<file path="config.mk">
export PLATFORM = sky130hd
export DESIGN_NAME = dsp7_scan_ctrl_flat
export DESIGN_NICKNAME = d
export VERILOG_FILES = /design/src/rtl/dsp7_scan_ctrl_if.sv /design/src/rtl/dsp7_scan_ctrl.sv /design/src/flat_wrapper.sv
export SDC_FILE = /design/constraint.sdc
export NUM_CORES = 1
export LEC_CHECK = 0
export ABC_AREA = 1
export ABC_CLOCK_PERIOD_IN_PS = 1740
export CAP_MARGIN = 20
export CORE_ASPECT_RATIO = 1.1
export CORE_UTILIZATION = 45
export CTS_CLUSTER_DIAMETER = 200
export DETAILED_ROUTE_END_ITERATION = 10
export PLACE_DENSITY = 0.68
export REMOVE_ABC_BUFFERS = 1
export SLEW_MARGIN = 5
export SYNTH_ARGS = -nofsm -noshare
export SYNTH_HDL_FRONTEND = slang
export SYNTH_SLANG_ARGS = --single-unit
</file>
<file path="constraint.sdc">
create_clock -name clk -period 1.74 [get_ports clk]
set_input_delay 0.348 -clock clk [delete_from_list [all_inputs] [get_ports clk]]
set_output_delay 0.348 -clock clk [all_outputs]
set_load 0.05 [all_outputs]
</file>
<file path="src/rtl/dsp7_scan_ctrl_if.sv">
// Display-scan request/response bundle between a value source and dsp7_scan_ctrl.
interface dsp7_scan_ctrl_if;
  logic        en;
  logic        load;
  logic [15:0] value;
  logic        load_ack;
  logic [3:0]  digit;
  logic [3:0]  an;
  logic        frame;

  modport master (
    output en, load, value,
    input  load_ack, digit, an, frame
  );

  modport slave (
    input  en, load, value,
    output load_ack, digit, an, frame
  );
endinterface

</file>
<file path="src/rtl/dsp7_scan_ctrl.sv">
// Four-digit multiplexed seven-segment scanner with frame-aligned value update.
// Optional leading-zero blanking is compiled in with `define DSP7_SCAN_LZB_EN.
module dsp7_scan_ctrl #(
  parameter int unsigned DIV       = 50000,
  parameter int unsigned BLANK_CYC = 500
) (
  input  logic             clk,
  input  logic             rst_n,
  dsp7_scan_ctrl_if.slave  bus
);

  localparam int unsigned CW = $clog2(DIV);

  typedef enum logic {ST_BLANK, ST_SHOW} state_t;

  state_t        state, state_nxt;
  logic [CW-1:0] cnt, cnt_nxt;
  logic [1:0]    idx, idx_nxt;
  logic [15:0]   shadow, shadow_nxt;
  logic [15:0]   pending, pending_nxt;
  logic          pend, pend_nxt;
  logic          swp, swp_nxt;

  logic          cnt_wrap_c;
  logic          frame_wrap_c;
  logic          frame_start_c;

  logic [3:0]    an_nxt, digit_nxt;
  logic          frame_nxt, ack_nxt;
  logic [3:0]    an_r, digit_r;
  logic          frame_r, ack_r;

  // State register plus registered outputs.
  always_ff @(posedge clk) begin
    if (!rst_n) begin
      state   <= ST_BLANK;
      cnt     <= '0;
      idx     <= 2'd0;
      shadow  <= 16'h0000;
      pending <= 16'h0000;
      pend    <= 1'b0;
      swp     <= 1'b0;
      an_r    <= 4'b1111;
      digit_r <= 4'h0;
      frame_r <= 1'b0;
      ack_r   <= 1'b0;
    end else begin
      state   <= state_nxt;
      cnt     <= cnt_nxt;
      idx     <= idx_nxt;
      shadow  <= shadow_nxt;
      pending <= pending_nxt;
      pend    <= pend_nxt;
      swp     <= swp_nxt;
      an_r    <= an_nxt;
      digit_r <= digit_nxt;
      frame_r <= frame_nxt;
      ack_r   <= ack_nxt;
    end
  end

  assign cnt_wrap_c    = (cnt == CW'(DIV - 1));
  assign frame_wrap_c  = cnt_wrap_c && (idx == 2'd3);
  assign frame_start_c = (cnt == '0) && (idx == 2'd0);

  // Next-state: slot counter, digit index, BLANK/SHOW phase, value staging.
  // swp remembers that the shadow was swapped so the ack lines up with frame.
  always_comb begin
    state_nxt   = state;
    cnt_nxt     = cnt;
    idx_nxt     = idx;
    shadow_nxt  = shadow;
    pending_nxt = pending;
    pend_nxt    = pend;
    swp_nxt     = swp;

    if (bus.load) begin
      pending_nxt = bus.value;
      pend_nxt    = 1'b1;
    end

    if (bus.en) begin
      cnt_nxt = cnt_wrap_c ? '0 : cnt + CW'(1);
      if (cnt_wrap_c) begin
        idx_nxt = idx + 2'd1;
      end

      case (state)
        ST_BLANK: if (cnt_nxt == CW'(BLANK_CYC)) state_nxt = ST_SHOW;
        ST_SHOW:  if (cnt_wrap_c)                state_nxt = ST_BLANK;
        default:  state_nxt = ST_BLANK;
      endcase

      if (frame_start_c) begin
        swp_nxt = 1'b0;
      end

      // Shadow only moves at the frame boundary; a same-cycle load wins.
      if (frame_wrap_c) begin
        if (bus.load) begin
          shadow_nxt = bus.value;
          pend_nxt   = 1'b0;
          swp_nxt    = 1'b1;
        end else if (pend) begin
          shadow_nxt = pending;
          pend_nxt   = 1'b0;
          swp_nxt    = 1'b1;
        end
      end
    end
  end

  // Output decode from the current (pre-advance) state.
`ifdef DSP7_SCAN_LZB_EN
  logic [3:0] lit_c;
  assign lit_c = {|shadow[15:12], |shadow[15:8], |shadow[15:4], 1'b1};
`endif

  always_comb begin
    an_nxt    = 4'b1111;
    digit_nxt = shadow[{idx, 2'b00} +: 4];
    frame_nxt = 1'b0;
    ack_nxt   = 1'b0;

    if (bus.en) begin
      if (state == ST_SHOW) begin
`ifdef DSP7_SCAN_LZB_EN
        an_nxt = ~(4'b0001 << idx) | ~lit_c;
`else
        an_nxt = ~(4'b0001 << idx);
`endif
      end
      frame_nxt = frame_start_c;
      ack_nxt   = frame_start_c && swp;
    end
  end

  assign bus.an       = an_r;
  assign bus.digit    = digit_r;
  assign bus.frame    = frame_r;
  assign bus.load_ack = ack_r;

endmodule

</file>
<file path="src/flat_wrapper.sv">
// flat-port wrapper written by rule: the top's interface ports become plain ports
module dsp7_scan_ctrl_flat 
#(
  parameter int unsigned DIV       = 50000,
  parameter int unsigned BLANK_CYC = 500
)
  (clk, rst_n, bus_en, bus_load, bus_value, bus_load_ack, bus_digit, bus_an, bus_frame);
  dsp7_scan_ctrl_if bus_i ();
  input  logic clk;
  input  logic rst_n;
  input wire logic [$bits(bus_i.en)-1:0] bus_en;
  input wire logic [$bits(bus_i.load)-1:0] bus_load;
  input wire logic [$bits(bus_i.value)-1:0] bus_value;
  output wire logic [$bits(bus_i.load_ack)-1:0] bus_load_ack;
  output wire logic [$bits(bus_i.digit)-1:0] bus_digit;
  output wire logic [$bits(bus_i.an)-1:0] bus_an;
  output wire logic [$bits(bus_i.frame)-1:0] bus_frame;
  assign bus_i.en = bus_en;
  assign bus_i.load = bus_load;
  assign bus_i.value = bus_value;
  assign bus_load_ack = bus_i.load_ack;
  assign bus_digit = bus_i.digit;
  assign bus_an = bus_i.an;
  assign bus_frame = bus_i.frame;
  dsp7_scan_ctrl #(.DIV(DIV), .BLANK_CYC(BLANK_CYC)) u_core (.clk(clk), .rst_n(rst_n), .bus(bus_i));
endmodule
</file>
==> impl_metrics.csv, run 1 <==
group,metric,value,unit
synthesis,synth-seq-area-share,0.4350,
placement,place.gp.congestion,0.9446,
synthesis,netlist_area,0.002899,mm2
floorplanning,start_util,0.4681,
drt,drcViolationCount,0,
synthesis,async_flop_share,0,
setup_path,crit_chain,"ha_4 -> nand2_4 -> nor2_4 -> nand3_2 -> nor2_4 -> nand4_4 -> or2_4 -> a21oi_2",
placement,dpl_worst_slack,-214.7,ps
grt,grt_use_total,0.2308,
timing,max_freq,0.5794,GHz
floorplanning,die_w,78.53,um
grt,first_global_vias,2626,
setup_path,start_kind,"flip-flop",
drt,wl_per_cell,13.64,um
pwr,p_per_area,800.3,mW/mm2
synthesis,ys_types,27,
timing,period_minus_slack,1726,ps
cts,clkTransAtPathRegs,70,ps
timing,period_share,0.9920,
pwr,peakVddDrop,0.4894,mV
synthesis,synth_area_leaders,"dfxtp_1, nand2_1, nor2_1",
cts,root_buffer,"clkbuf_8",
placement,dpl.hpwl,5.077,mm
timing,rsz0062_at_grt,"true",
setup_path,critPathBufInv,0,
pwr,p_int,0.002357,W
setup_path,max_stage_delay,350,ps
cts,clock-sinks,63,
synthesis,synth.avg_cell_area,7.395,um2
placement,dp_cells,531,
finish,nets,497,
finish,fin_cells,555,
floorplanning,dieArea,0.006768,mm2
timing,max_slew_margin,0.6642,
setup_path,cp.arrival,2000,ps
timing,worstMarginPinSlew,503.6,ps
drt,postRouteAntennaNets,0,
cts,insertion_delay,340,ps
finish,final_core_util,0.6376,
timing,finalSetupViolations,0,
drt,firstDrtPassIters,4,
finish,n_antenna_cell,0,
pwr,leakage,1.634,nW
cts,cts_tree,"done",
placement,io_buffers,29,
floorplanning,io_pins,30,
synthesis,synth_cells,392,
grt,grt_first_pass_wirelength,11.93,mm
outcome,status,"completed",
synthesis,synth_edf_count,0,
setup_path,cp.required,2020,ps
setup_path,path_delay_family,"simple AND/OR/NAND/NOR gates",
timing,hold_violations,0,
pwr,p_sw,0.0008031,W
cts,cts_htree_levels,3,
grt,gr-total-overflow,0,
synthesis,ys_ff_latch,63,
finish,synthToLayoutAreaGrowth,36.21,%
drt,drt_wl_total,7.570,mm
finish,final_layout_size_suffix_gt1_frac,0.2358,
cts,postCtsHoldBufs,0,
drt,vias_per_cell,5.151,
setup_path,path_common_cell,"nor2_4",
pwr,sequentialPowerShare,0.482,
min_path,hp-class,"flip-flop to flip-flop",
finish,nFillCells,546,
synthesis,synth_top_area_share,0.4350,
grt,antenna_found_initial,0,
setup_path,endpoint_kind,"flip-flop",
synthesis,synth_ff_type,"dfxtp_1",
synthesis,ys_top_cells_by_count,"nand2_1, nor2_1, dfxtp_1, a21oi_1, inv_1",
cts,cts_made_buffers,9,
synthesis,yosysTopAreaCell,"dfxtp_1",
pwr,power.share.combinational,0.115,
setup_path,timing_worst_setup_path_type,"flip-flop to flip-flop",
timing,fin_skew,5.173,ps
pwr,pwr-share-clk,0.404,
floorplanning,core-area,0.006193,mm2
setup_path,cp_max_fo,5,
timing,worst_slack,13.99,ps
grt,grt_max_degree,37,
floorplanning,die_y,86.18,um
synthesis,yosysWarnings,0,
drt,dr_total_vias,2859,
setup_path,cp_slowest_cell,"dfxtp_2",
drt,drt_iter0_drc,208,
floorplanning,rows,30,
pwr,swShare,0.2541,
cts,cts_buffer_depth,2,
synthesis,post-synth-top-count-cell,"nand2_1",
timing,drv_slew,0,
run,drv_cap,0,
flip-flops by register name (all words and copies together), names as in the netlist:
register / flops
u_core.cnt: 16
u_core.pending: 16
u_core.shadow: 16
u_core.bus.an: 4
u_core.bus.digit: 4
u_core.idx: 2
u_core.bus.frame: 1
u_core.bus.load_ack: 1
u_core.pend: 1
u_core.state: 1
u_core.swp: 1
tightest hold or removal path, stage by stage (launching register included):
cell     delay, ps
dfxtp_1        300
inv_1           60
a21oi_1         60
path summary, 6_finish.rpt:
path,from,slack [ps],cells after the start,endpoint
worst max register to register,u_core.cnt[1]$_SDFFE_PN0P_,10,8,u_core.shadow[3]$_SDFFE_PN0P_
worst max-delay path,u_core.cnt[1]$_SDFFE_PN0P_,10,8,u_core.shadow[3]$_SDFFE_PN0P_
worst min register to register,u_core.shadow[5]$_SDFFE_PN0P_,460,2,u_core.shadow[5]$_SDFFE_PN0P_
worst min-delay path,u_core.shadow[5]$_SDFFE_PN0P_,460,2,u_core.shadow[5]$_SDFFE_PN0P_
placed cells by master (no fill, tap or decap):
cell type         n
nand2_4           1
buf_6             1
a21oi_1          32
mux2i_1          13
nand2_2           1
nor2_2            5
or2_2             3
inv_1            31
nand4_4           4
inv_2             1
clkinv_2          3
clkinvlp_4        2
nand3_1          14
a211oi_1          6
nand4_1           4
clkinv_1          1
nand3_2           3
nand3b_1          1
a21oi_2           2
nor2_1           62
nor3b_1           2
or2_0             6
clkdlybuf4s50_1  19
clkbuf_8         10
o211ai_1          1
ha_1              6
nor2_4            4
o21ai_1           1
or2_4             8
buf_12            1
buf_4            57
dfxtp_2           3
xor2_1            3
o21ai_0          27
nor3_1            4
dfxtp_1          60
ha_4              1
nand2_1          70
bufinv_16         1
nand3_4           1
what timing repair did:
| item | CTS | global route |
|---|---|---|
| setup endpoints to repair | 10 | 16 |
| endpoints found under the hold margin | 0 | 0 |
| gates cloned | 1 | 2 |
| buffers inserted | 0 | 5 |
| resized for setup | 4 | 31 |
| pin swaps | 0 | 11 |
per-layer routing:
metal	GRT usage	part of all wire
met5	0	0
met3	0.03368	0.040
met2	0.4134	0.51
met4	0.1077	0.022
met1	0.2699	0.43
cell type report:
class                           count  area (um2)  area share
Clock inverter                      6       60.06     0.01521
Sequential cell                    63        1265      0.3203
Inverter                           33       123.9     0.03137
Timing Repair Buffer               78       649.4      0.1644
Clock buffer                       10       137.6     0.03485
Multi-Input combinational cell    285        1613      0.4084
Tap cell                           80       100.1     0.02535
through the flow:
stage	total power (W)	setup TNS (ps)	hold slack, ps	instance area, um2
after floorplan	0.001700	-199.5	428.6	2836
after global placement	0.001883	-832.6	449.3	3545
after detailed placement	0.001889	-1456	451.3	3545
after CTS	0.003159	0	462.1	3774
after global routing	0.003286	-390.0	488.7	3949
final	0.003160	0	463.5	3949
cell families after synthesis:
kind of cell               after synthesis  synth area share
AOI/OAI and AO/OA                       69            0.1252
and+or+nand+nor                        190            0.2913
adders and majority gates                7           0.03021
buffers and inverters                   47           0.06430
xor gates and xnor gates                 3          0.009065
muxes                                   13           0.04488
DFF                                     63            0.4350
power by group through the flow:
stage / Combinational, W / Sequential [W] / Clock [W]
2_1_floorplan: 0.000147 / 0.00155 / 0
3_3_place_gp: 0.000334 / 0.00155 / 0
3_5_place_dp: 0.000340 / 0.00155 / 0
4_1_cts: 0.000345 / 0.00152 / 0.00130
5_1_grt: 0.000402 / 0.00153 / 0.00136
6_report: 0.000363 / 0.00152 / 0.00128
No activity file was read; power rests on OpenSTA's default activity.
==> inputs of run 2 (changes only) <==
--- a/config.mk
+++ b/config.mk
@@ -14,6 +14,7 @@
 export DETAILED_ROUTE_END_ITERATION = 10
 export PLACE_DENSITY = 0.68
 export REMOVE_ABC_BUFFERS = 1
+export SETUP_SLACK_MARGIN = 0.5
 export SLEW_MARGIN = 5
 export SYNTH_ARGS = -nofsm -noshare
 export SYNTH_HDL_FRONTEND = slang
==> constraint.sdc (replaced) <==
create_clock -name clk -period 1.74 [get_ports clk]
set_input_delay 0.261 -clock clk [delete_from_list [all_inputs] [get_ports clk]]
set_output_delay 0.261 -clock clk [all_outputs]
set_load 0.05 [all_outputs]
==> run 2 against run 1 <==
  * Maximum frequency grew 0.89%
  * Design area increased by 5.3%
  * Largest power group unchanged
  * Critical endpoint is now u_core.state$_SDFFE_PN0P_
  * Sequential share of layout area shrank 1.4 points
  * Combinational power grew 11%
==> impl_metrics.csv, run 2 (synthesized netlist as in run 1, its figures left out) <==
group,metric,value,unit
outcome,status,"completed",
drt,vias_per_cell,5.111,
grt,grt_use_total,0.2350,
drt,drt_iter0_drc,172,
setup_path,cp.arrival,2010,ps
floorplanning,dieArea,0.006768,mm2
min_path,hp-class,"input pin to flip-flop",
timing,max_freq,0.5845,GHz
timing,max_slew_margin,0.8243,
cts,cts_buffer_depth,2,
run,drv_cap,0,
floorplanning,die_y,86.18,um
placement,dpl.hpwl,4.890,mm
drt,wl_per_cell,13.72,um
setup_path,cp_max_fo,4,
timing,period_minus_slack,1711,ps
timing,finalSetupViolations,0,
cts,clock-sinks,63,
finish,reg_top3,"u_core.cnt: 16 flops, u_core.pending: 16 flops, u_core.shadow: 16 flops",
placement,place.gp.congestion,0.8727,
floorplanning,io_pins,30,
floorplanning,rows,30,
cts,insertion_delay,360,ps
floorplanning,start_util,0.4681,
timing,hold_violations,0,
setup_path,timing_worst_setup_path_type,"flip-flop to flip-flop",
finish,final_core_util,0.6711,
pwr,peakVddDrop,0.6429,mV
finish,n_antenna_cell,0,
floorplanning,die_w,78.53,um
timing,fin_skew,9.613,ps
cts,cts_htree_levels,3,
setup_path,cp.required,2040,ps
floorplanning,core-area,0.006193,mm2
finish,final_cell_area,0.004156,mm2
grt,first_global_vias,2671,
placement,placed_cell_area,0.003522,mm2
pwr,p_per_area,809.8,mW/mm2
finish,most-common-layout-cells,"nand2_1, nor2_1, dfxtp_1, buf_4, a21oi_1",
grt,grt_first_pass_wirelength,12.14,mm
cts,postCtsHoldBufs,0,
grt,grt_max_degree,23,
setup_path,endpoint_kind,"flip-flop",
finish,final_layout_size_suffix_gt1_frac,0.3187,
drt,firstDrtPassIters,4,
cts,cts_tree,"done",
drt,postRouteAntennaNets,0,
timing,rsz0062_at_grt,"true",
drt,drt_wl_total,7.644,mm
grt,antenna_found_initial,0,
timing,period_share,0.9832,
timing,worst_slack,29.23,ps
timing,drv_slew,0,
drt,drcViolationCount,0,
cts,root_buffer,"clkbuf_8",
setup_path,start_kind,"flip-flop",
finish,layout_commonest_cell,"nand2_1",
cts,cts_made_buffers,9,
cts,clkTransAtPathRegs,70,ps
pwr,leakage,1.728,nW
placement,dpl_worst_slack,-39.24,ps
grt,gr-total-overflow,0,
finish,nets,499,
placement,io_buffers,29,
drt,dr_total_vias,2847,
timing,worstMarginPinSlew,260.9,ps
finish,synthToLayoutAreaGrowth,43.38,%
## run 2: cell count changes in the layout (fill, tap and decap cells not counted), moves of 6 or more
| cell | previous run | this run |
|---|---|---|
| o21ai_0 | 27 | 18 |
| buf_4 | 57 | 38 |
| nor2_1 | 62 | 56 |
| buf_6 | 1 | 12 |
| or2_2 | 3 | 11 |
| or2_4 | 8 | 0 |
| buf_2 | 0 | 9 |
## run 2: layout make-up
cell class,count,area (um2)
Fill cell,538,2037
Multi-Input combinational cell,282,1677
Sequential cell,63,1275
Timing Repair Buffer,83,753.2
Clock buffer,10,137.6
Inverter,33,130.1
Tap cell,80,100.1
Clock inverter,6,83.83
## run 2: worst max-delay path, stage by stage, from the launching register on
cell and delay [ps]:
dfxtp_4 360, ha_4 160, nand2_4 70, nor2_4 130, buf_6 100, buf_6 100, nand3_1 140, o21ai_2 180
nand2_1 80, nor2_1 130, nand3_1 140, nand2_1 90
## run 2: where the power goes
part	total [W]	switching [W]	internal [W]
Clock	0.00144	0.000598	0.000840
Sequential	0.00153	0.0000337	0.00149
Combinational	0.000403	0.000208	0.000195
## run 2: through the flow
step | std cells | total power [W] | hold WS (ps) | setup TNS [ps]
floorplan | 378 | 0.001700 | 354.5 | -199.5
global placement | 523 | 0.001867 | 449.2 | -64.04
detailed placement | 523 | 0.001873 | 453.4 | -96.96
CTS | 550 | 0.003349 | 463.5 | 0
global route | 557 | 0.003495 | 341.0 | -96.58
finish | 557 | 0.003366 | 333.4 | 0
## run 2: path summary, 6_finish.rpt
kind | from | end | slack [ps] | cells after the start
worst max-delay path | u_core.cnt[0]$_SDFFE_PN0P_ | u_core.state$_SDFFE_PN0P_ | 30 | 11
worst min-delay path | rst_n | u_core.cnt[5]$_SDFFE_PN0P_ | 330 | 3
worst max register to register | u_core.cnt[0]$_SDFFE_PN0P_ | u_core.state$_SDFFE_PN0P_ | 30 | 11
worst min register to register | u_core.shadow[13]$_SDFFE_PN0P_ | u_core.shadow[13]$_SDFFE_PN0P_ | 460 | 2
## run 2: what timing repair did
| action | CTS | global route |
|---|---|---|
| endpoints found under the setup margin | 60 | 46 |
| setup buffers | 10 | 7 |
| gates cloned | 1 | 0 |
| pin swaps | 16 | 18 |
| resized for setup | 101 | 45 |
## run 2: per-layer routing
layer | routed length (um) | vias to the layer above | GRT usage
li1 | - | 1436 | -
met2 | 3862 | 66 | 0.3968
met1 | 3264 | 1324 | 0.2793
met3 | 294 | 21 | 0.04000
met4 | 223 | 0 | 0.1397
met5 | 0 | - | 0
==> inputs of run 3 (changes only) <==
--- a/config.mk
+++ b/config.mk
@@ -5,7 +5,6 @@
 export SDC_FILE = /design/constraint.sdc
 export NUM_CORES = 1
 export LEC_CHECK = 0
-export ABC_AREA = 1
 export ABC_CLOCK_PERIOD_IN_PS = 1740
 export CAP_MARGIN = 20
 export CORE_ASPECT_RATIO = 1.1
==> run 3 against run 2 <==
  * The run now ends with setup timing left
  * Worst hold slack better by 150 ps
  * Register-to-register slack worse by 80 ps
  * Critical path type unchanged
  * Synthesized area up 0.52%
  * Combinational power down 40%
  * Global-route usage down 1.8 points
  * Critical path depth down 4
  * Core utilization up 0.28 points
  * First-iteration DRC count down 9.3%
  * Highest routed layer unchanged
  * Sequential share of layout area up 0.051 points
  * Total power down 7.1%
  * Wire length down 5.3%
==> impl_metrics.csv, run 3 <==
group,metric,value,unit
outcome,status,"finished with violations",
outcome,violations,"setup timing",
floorplanning,core-area,0.006193,mm2
floorplanning,die_w,78.73,um
setup_path,cp.required,1970,ps
timing,period_minus_slack,1787,ps
finish,final_layout_size_suffix_gt1_frac,0.3826,
timing,hold_violations,0,
cts,insertion_delay,340,ps
finish,multi_input_area,0.001728,mm2
timing,worst_slack,-47.02,ps
cts,cts_htree_levels,3,
timing,finalSetupViolations,20,
grt,grt_max_degree,61,
timing,fin_skew,7.683,ps
cts,clock-sinks,63,
setup_path,timing_worst_setup_path_type,"flip-flop to flip-flop",
synthesis,synth_ff_type,"dfxtp_1",
synthesis,post-synth-top-count-cell,"dfxtp_1",
timing,rsz0062_at_grt,"true",
pwr,peakVddDrop,0.5429,mV
floorplanning,rows,30,
floorplanning,start_util,0.4705,
placement,dpl.hpwl,4.328,mm
drt,dr_total_vias,2503,
finish,reg_top3,"u_core.cnt: 16 flops, u_core.pending: 16 flops, u_core.shadow: 16 flops",
grt,gr-total-overflow,0,
min_path,hp-class,"input pin to flip-flop",
synthesis,async_flop_share,0,
grt,grt_use_total,0.2166,
pwr,swShare,0.2200,
placement,place.gp.congestion,0.8821,
placement,dp_cells,427,
finish,most-common-layout-cells,"dfxtp_1, buf_4, nand2_1, nor2b_1, buf_6",
run,drv_cap,0,
grt,first_global_vias,2432,
cts,cts_made_buffers,9,
pwr,p_int,0.002439,W
floorplanning,io_pins,30,
synthesis,synth-seq-area-share,0.4328,
synthesis,synth.avg_cell_area,9.779,um2
setup_path,endpoint_kind,"flip-flop",
finish,nets,402,
setup_path,cp.arrival,2020,ps
drt,vias_per_cell,5.453,
drt,drt_iter0_drc,156,
drt,drcViolationCount,0,
grt,grt_first_pass_wirelength,11.37,mm
synthesis,yosysTopAreaCell,"dfxtp_1",
synthesis,synth_cells,298,
finish,synthToLayoutAreaGrowth,43.24,%
drt,drt_wl_total,7.240,mm
synthesis,ys_top_cells_by_count,"dfxtp_1, nand2_1, nor2b_1, mux2i_1, o211a_1",
setup_path,cp_max_fo,17,
synthesis,netlist_area,0.002914,mm2
drt,postRouteAntennaNets,0,
timing,max_slew_margin,0.7679,
pwr,pwr-share-clk,0.449,
timing,period_share,1.027,
timing,max_freq,0.5596,GHz
pwr,p_sw,0.0006880,W
cts,cts_buffer_depth,2,
finish,nFillCells,478,
synthesis,synth_edf_count,0,
synthesis,synth_top_area_share,0.4328,
pwr,leakage,1.869,nW
drt,firstDrtPassIters,4,
floorplanning,dieArea,0.006802,mm2
finish,seq_area,0.001282,mm2
pwr,sequentialPowerShare,0.474,
synthesis,ys_ff_latch,63,
finish,layout_commonest_cell,"dfxtp_1",
timing,worstMarginPinSlew,345.6,ps
pwr,p_per_area,749.1,mW/mm2
pwr,power,0.003127,W
synthesis,yosysWarnings,0,
drt,wl_per_cell,15.77,um
cts,clkTransAtPathRegs,70,ps
placement,io_buffers,29,
finish,fin_cells,459,
cts,root_buffer,"clkbuf_8",
setup_path,start_kind,"flip-flop",
finish,n_antenna_cell,0,
cts,cts_tree,"done",
pwr,power.share.combinational,0.077,
floorplanning,die_y,86.40,um
synthesis,synth_area_leaders,"dfxtp_1, mux2i_1, nor2b_1",
synthesis,ys_types,45,
timing,drv_slew,0,
grt,antenna_found_initial,0,
==> run 3: area by class of cell <==
class	count	share of cell area
Clock buffer	12	0.03477
Clock inverter	3	0.01619
Inverter	5	0.005695
Multi-Input combinational cell	208	0.4140
Sequential cell	63	0.3073
Tap cell	80	0.02398
Timing Repair Buffer	88	0.1981
==> run 3: cell families after synthesis <==
group | synth area share
flip-flops | 0.4328
AO/OA/AOI/OAI | 0.1275
adder cells (fa/ha/maj) | 0.03005
multiplexers | 0.09274
XOR/XNOR | 0.02405
AND/OR/NAND/NOR | 0.2439
buffers and inverters | 0.04895
==> run 3: worst paths after layout <==
check,cells after the start,slack (ps),from,end
hold reg to reg,1,490,u_core.shadow[8]$_SDFFE_PN0P_,u_core.shadow[8]$_SDFFE_PN0P_
setup reg to reg,7,-50,u_core.cnt[10]$_SDFFE_PN0P_,u_core.shadow[14]$_SDFFE_PN0P_
setup / recovery,7,-50,u_core.cnt[10]$_SDFFE_PN0P_,u_core.shadow[14]$_SDFFE_PN0P_
hold / removal,3,480,rst_n,u_core.shadow[6]$_SDFFE_PN0P_
==> run 3: power groups by stage <==
| stage | registers, W | clock network [W] | logic (W) |
|---|---|---|---|
| 2_1_floorplan | 0.00152 | 0 | 0.0000716 |
| 3_3_place_gp | 0.00151 | 0 | 0.000199 |
| 3_5_place_dp | 0.00151 | 0 | 0.000199 |
| 4_1_cts | 0.00148 | 0.00142 | 0.000228 |
| 5_1_grt | 0.00148 | 0.00148 | 0.000262 |
| 6_report | 0.00148 | 0.00140 | 0.000241 |
==> run 3: metrics by stage <==
step           utilization  hold WS, ps  TNS, ps  area (um2)  setup WS (ps)
2_1_floorplan            -        378.5    -4647        2790         -277.8
3_3_place_gp        0.5701        457.1   -502.1        3531         -173.2
3_5_place_dp        0.5701        461.6   -483.4        3531         -232.1
4_1_cts             0.6517        484.2   -12.18        4036         -9.437
5_1_grt             0.6739        495.4    -1672        4174         -95.00
6_report            0.6739        478.5   -588.1        4174         -47.02
==> run 3: critical path, stage by stage (launching register included) <==
cell and delay, ps:
dfxtp_2 340, nor4_4 390, and4_1 270, and2_4 160, o211a_4 190, buf_12 140, nand2_2 50, o211a_1 130
==> run 3: what timing repair did <==
action                     4_1_cts  5_1_grt
hold buffers                     0        0
pin swaps                       19       17
cloned                           0        1
setup buffers                   10        6
resized for setup              118       23
setup endpoints to repair       54       48
==> run 3: per-layer routing <==
layer	up-vias	GRT usage	share of wire	routed length (um)
met2	59	0.3597	0.50	3632
met3	11	0.04947	0.037	265
met1	1226	0.2685	0.44	3215
li1	1207	-	-	-
met4	0	0.09428	0.018	127
met5	-	0	0	0
